`src/rtl/inst_fetch_unit.sv`:
```
// Instruction-fetch front end: fetch PC, direct-mapped one-word-per-line I-cache,
// miss refill through the memory controller, and a valid/ready slot toward the decoder.
module inst_fetch_unit #(
  parameter int          ICACHE_IDX_W = 5,
  parameter logic [31:0] RESET_PC     = 32'h0
) (
  input  logic        clk,
  input  logic        rst,
  input  logic        rdy,
  input  logic        clear,
  input  logic [31:0] clear_pc,
  output logic        Insq_Mem,
  output logic [31:0] memctrl_ins_addr,
  output logic [3:0]  memctrl_remain,
  input  logic        memctrl_ins_ready,
  input  logic [31:0] memctrl_ins_,
  output logic        if_valid,
  output logic [31:0] if_inst,
  output logic [31:0] if_pc,
  input  logic        if_ready
);

  localparam int LINES = 1 << ICACHE_IDX_W;
  localparam int TAG_W = 32 - ICACHE_IDX_W - 2;

  typedef enum logic [1:0] {IDLE, REQ, WAIT} state_t;

  state_t state, state_next;
  logic [31:0] pc, pc_next;

  logic [LINES-1:0] line_valid;
  logic [TAG_W-1:0] tag_mem  [LINES];
  logic [31:0]      data_mem [LINES];

  logic [ICACHE_IDX_W-1:0] idx;
  logic [TAG_W-1:0]        tag;
  logic hit, slot_free, load_slot, drop_slot, refill;

  assign idx       = pc[ICACHE_IDX_W+1:2];
  assign tag       = pc[31:ICACHE_IDX_W+2];
  assign hit       = line_valid[idx] && (tag_mem[idx] == tag);
  assign slot_free = !if_valid || if_ready;

  // Next-state and request outputs; rdy gating of state updates lives in the registers.
  always_comb begin
    state_next       = state;
    pc_next          = pc;
    load_slot        = 1'b0;
    drop_slot        = 1'b0;
    refill           = 1'b0;
    Insq_Mem         = 1'b0;
    memctrl_ins_addr = 32'h0;
    memctrl_remain   = 4'd0;

    if (state == REQ) begin
      Insq_Mem         = rdy && !clear;
      memctrl_ins_addr = pc;
      memctrl_remain   = Insq_Mem ? 4'd4 : 4'd0;
    end

    if (clear) begin
      pc_next    = clear_pc;
      state_next = IDLE;
      drop_slot  = 1'b1;
    end else begin
      case (state)
        IDLE: begin
          if (slot_free) begin
            if (hit) begin
              load_slot = 1'b1;
              pc_next   = pc + 32'd4;
            end else begin
              state_next = REQ;
            end
          end
        end
        REQ: state_next = WAIT;
        WAIT: begin
          if (memctrl_ins_ready) begin
            refill     = 1'b1;
            state_next = IDLE;
          end
        end
        default: state_next = IDLE;
      endcase
      if (!load_slot && if_valid && if_ready) drop_slot = 1'b1;
    end
  end

  always_ff @(posedge clk or negedge rst) begin
    if (!rst) begin
      state <= IDLE;
      pc    <= RESET_PC;
    end else if (rdy) begin
      state <= state_next;
      pc    <= pc_next;
    end
  end

  always_ff @(posedge clk or negedge rst) begin
    if (!rst) begin
      if_valid <= 1'b0;
      if_inst  <= 32'h0;
      if_pc    <= 32'h0;
    end else if (rdy) begin
      if (load_slot) begin
        if_valid <= 1'b1;
        if_inst  <= data_mem[idx];
        if_pc    <= pc;
      end else if (drop_slot) begin
        if_valid <= 1'b0;
      end
    end
  end

  always_ff @(posedge clk or negedge rst) begin
    if (!rst) begin
      line_valid <= '0;
    end else if (rdy && refill) begin
      line_valid[idx] <= 1'b1;
    end
  end

  // Data and tag arrays need no reset: a line is only consulted once its valid bit is set.
  always_ff @(posedge clk) begin
    if (rdy && refill) begin
      data_mem[idx] <= memctrl_ins_;
      tag_mem[idx]  <= tag;
    end
  end

endmodule

```
`config.mk`:
```
export PLATFORM = sky130hd
export DESIGN_NAME = inst_fetch_unit
export DESIGN_NICKNAME = d
export VERILOG_FILES = /design/src/rtl/inst_fetch_unit.sv
export SDC_FILE = /design/constraint.sdc
export NUM_CORES = 2
export LEC_CHECK = 0
export BUFFER_PORTS_ARGS = -buffer_cell sky130_fd_sc_hd__buf_4
export CORE_MARGIN = 2
export CORE_UTILIZATION = 55
export DETAILED_ROUTE_END_ITERATION = 12
export PLACE_DENSITY = 0.71
export SETUP_SLACK_MARGIN = 0.15
export SLEW_MARGIN = 20
export SYNTH_ARGS = -nofsm -noshare
export SYNTH_HDL_FRONTEND = slang
export SYNTH_SLANG_ARGS = --single-unit
```
`constraint.sdc`:
```
create_clock -name clk -period 12.6 [get_ports clk]
set_input_delay 1.89 -clock clk [delete_from_list [all_inputs] [get_ports clk]]
set_output_delay 1.89 -clock clk [all_outputs]
set_load 0.02 [all_outputs]
```
==> metrics.md <==
| Metric | Value |
|---|---|
| Placed wire-length estimate after detailed placement | `102000 µm` |
| Top fanout value on the critical path | `99` |
| Initial Util | `55.5%` |
| Number of nets with antenna violations after detailed routing | `0` |
| Run status | `complete, no violations` |
| Worst Setup Start Kind | `register` |
| Fmax | `148 MHz` |
| Transition time of the tightest slew-check pin | `1180 ps` |
| Number of instances in the synthesized netlist | `3792` |
| Average wire length per cell after detail routing | `32.9 µm` |
| Largest net degree at the start of global routing | `106` |
| Sinks on the clock net | `1955` |
| Final Cycle Share | `53.5%` |
| Master cell of the clock root buffer | `clkbuf_16` |
| Fraction of registers with async set or reset after synthesis | `6.70%` |
| Power density over the cells | `179 nW/µm²` |
| Hold Violations, Final | `0` |
| Worst endpoint data arrival time | `7420 ps` |
| Detailed-route wire length | `197000 µm` |
| Via count of the first global-routing pass | `38710` |
| Standard-cell rows | `135` |
| Maximum root-to-sink buffer count | `3` |
| Number of distinct standard cells referenced by the synthesized netlist | `63` |
| Launching instance or port of the critical path | `pc[2]$_DFFE_PN0P_` |
| Setup repair after global routing missed its margin | `no` |
| Min Tclk post-route | `6750 ps` |
| Setup Buffers After CTS | `0` |
| Final setup TNS | `0 ps` |
| Number of nets in the layout | `4117` |
| Max rail drop VDD | `0.000135 V` |
| Area inside the core boundary | `135000 µm²` |
| Setup Skew | `42.5 ps` |
| Routed vias/inst | `6.67` |
| Cell count of the worst reg-to-reg path | `12` |
| Cell types occupying the most area after synthesis | `edfxtp_1, mux4_2, mux2i_1` |
| Pre-CTS setup slack | `5700 ps` |
| Max Slew Vio Count | `0` |
| Path type of the worst min-delay path | `reg -> reg` |
| Number of warning messages in the yosys log | `0` |
| Clock-pin slew on the worst setup and hold paths | `60 ps` |
| Number of enable-type register cells in the synthesized netlist | `1824` |
| Capturing element type of the critical path | `register` |
| HP Start | `line_valid[22]$_DFFE_PN0P_` |
| Initial DRT Pass Iterations | `6` |
| Post-synth design cell area | `75100 µm²` |
| Global-route wire length before repair | `280000 µm` |
| Dominant cell type by area after synthesis | `edfxtp_1` |
| Relative slew slack | `21.5%` |
| Required time at the endpoint of the critical path | `13280 ps` |
| Fraction of final layout cells with drive strength greater than 1 | `22.0%` |
| Initial antenna violation count | `6` |
| Overflow left after global routing | `0` |
| H-tree levels | `4` |
| Min-Delay Path Depth | `1` |
| Mapped Avg Cell Area | `19.8 µm²` |
| Num CTS Buffers | `190` |
| FF+latch count, synth | `1955` |
| Die Outline Area | `140000 µm²` |
| Area growth from synthesis to final layout | `13.1%` |
| IO buf count | `168` |
| Commonest non-fill, non-tap cell in the layout | `edfxtp_1` |
| Count of vias placed by the detailed router | `39904` |
| Clk Latency, worst-skew pair | `840 ps` |
| Hold bufs inserted after CTS | `0` |
| Post-detailed-route DRC marker count | `0` |
| Quantity of gates resized following cts | `0` |
| Cell leakage power | `0.0286 µW` |
| Ports placed on the boundary | `172` |
| Share of the synthesized area in the top cell type | `72.9%` |
| GRT Overall Usage | `28.0%` |
| Die W | `374 µm` |
| Commonest non-fill, non-tap cells in the layout | `edfxtp_1, mux2i_1, buf_4` |
| Source of the worst register-to-register timing path | `pc[2]$_DFFE_PN0P_` |
| Die Height | `374 µm` |
| Count of final setup violators | `0` |
| TritonCTS clock tree | `done` |
| Number of DRC markers after the initial detailed-route iteration | `5734` |
| Crit Path Category | `reg -> reg` |
| Number of fillers in the final layout | `9206` |
| Final worst setup slack | `5850 ps` |
| Number of max-cap violations | `0` |
| Routability-driven placement congestion ratio | `0.835` |
| Main synth FF type | `edfxtp_1` |
| Part of the Yosys area used for sequential elements | `77.3%` |
## cells by family after synthesis
logic type / share of synthesized area (%)
AO/OA/AOI/OAI: 4.27
other: 0.00499
AND/OR/NAND/NOR: 3.05
XOR/XNOR: 0.0700
adder cells (fa/ha/maj): 0.0666
buffers and inverters: 1.43
multiplexers: 13.8
flip-flops: 77.3
## critical path: stages, from the launching register on
cell and delay (ps):
dfrtp_4 980, buf_12 580, buf_4 720, buf_4 820, mux4_2 370, a22oi_1 70
nand4_1 170, nand3_1 220, nor4_2 520, nand4_4 920, buf_4 670, nand2_1 150
o21ai_0 110
## synthesized netlist by cell type, types with 5 or more instances
| library cell | instances |
|---|---|
| mux2_2 | 16 |
| buf_1 | 15 |
| nor2_1 | 56 |
| mux2i_1 | 397 |
| a22oi_1 | 100 |
| a21oi_1 | 43 |
| and2_1 | 37 |
| nand4bb_1 | 6 |
| a221oi_1 | 20 |
| dfrtp_1 | 131 |
| mux2_1 | 20 |
| nor3_1 | 13 |
| buf_2 | 84 |
| and3_1 | 49 |
| buf_4 | 6 |
| o22a_1 | 14 |
| clkbuf_1 | 127 |
| or2_2 | 33 |
| nand2_1 | 59 |
| nand4b_1 | 5 |
| a22o_1 | 19 |
| nand4_1 | 8 |
| edfxtp_1 | 1824 |
| o21ai_1 | 14 |
| a32oi_1 | 5 |
| and4_1 | 14 |
| o21ai_0 | 31 |
| nor3b_1 | 7 |
| mux4_2 | 266 |
| inv_1 | 13 |
| o22ai_1 | 200 |
| a31oi_1 | 16 |
| nor4_1 | 54 |
| nand3_1 | 29 |
## metrics by stage
| stage | cells | instance area, µm² | hold slack, ps | total power, µW | utilization, % |
|---|---|---|---|---|---|
| floorplan | 3794 | 75100 | 434 | 9020 | - |
| global placement | 5628 | 78800 | 447 | 9770 | 58.2 |
| detailed placement | 5631 | 78900 | 447 | 9790 | 58.3 |
| CTS | 5977 | 84900 | 466 | 15200 | 62.7 |
| global route | 5979 | 84900 | 479 | 15600 | 62.7 |
| finish | 5979 | 84900 | 466 | 15200 | 62.7 |
## layout make-up
| class | count | area (µm²) | area share, % |
|---|---|---|---|
| Clock inverter | 86 | 744 | 0.876 |
| Sequential cell | 1955 | 58100 | 68.4 |
| Inverter | 13 | 48.8 | 0.0574 |
| Timing Repair Buffer | 292 | 2290 | 2.70 |
| Clock buffer | 260 | 5250 | 6.18 |
| Antenna cell | 1 | 2.50 | 0.00295 |
| Multi-Input combinational cell | 1591 | 16300 | 19.2 |
| Tap cell | 1781 | 2230 | 2.62 |
## path summary, 6_finish.rpt
kind	endpoint	slack, ps
worst max-delay path	if_inst[7]$_DFFE_PN0P_	5850
worst min-delay path	line_valid[22]$_DFFE_PN0P_	470
worst max register to register	if_inst[7]$_DFFE_PN0P_	5850
worst min register to register	line_valid[22]$_DFFE_PN0P_	470
max in group asynchronous	pc[3]$_DFFE_PN0P_	9880
min in group asynchronous	if_inst[20]$_DFFE_PN0P_	1160
## flip-flops by register name, summed over array words and instances (netlist names)
name        cells
data_mem     1024
if_pc          32
pc             32
if_valid        1
state           2
if_inst        32
line_valid     32
tag_mem       800
## routing by layer
metal | share of wire (%) | up-vias | global-route usage [%]
met2 | 48 | 2665 | 44.1
li1 | - | 16190 | -
met3 | 11 | 398 | 5.36
met1 | 38 | 20645 | 40.2
met5 | 0.017 | - | 0
met4 | 3.1 | 6 | 8.76
## power breakdown
part | total (µW) | internal, µW | switching, µW
clock network | 5480 | 3100 | 2380
logic | 2380 | 956 | 1430
registers | 7300 | 7220 | 76.2
Power figures use the tool's default switching activity.
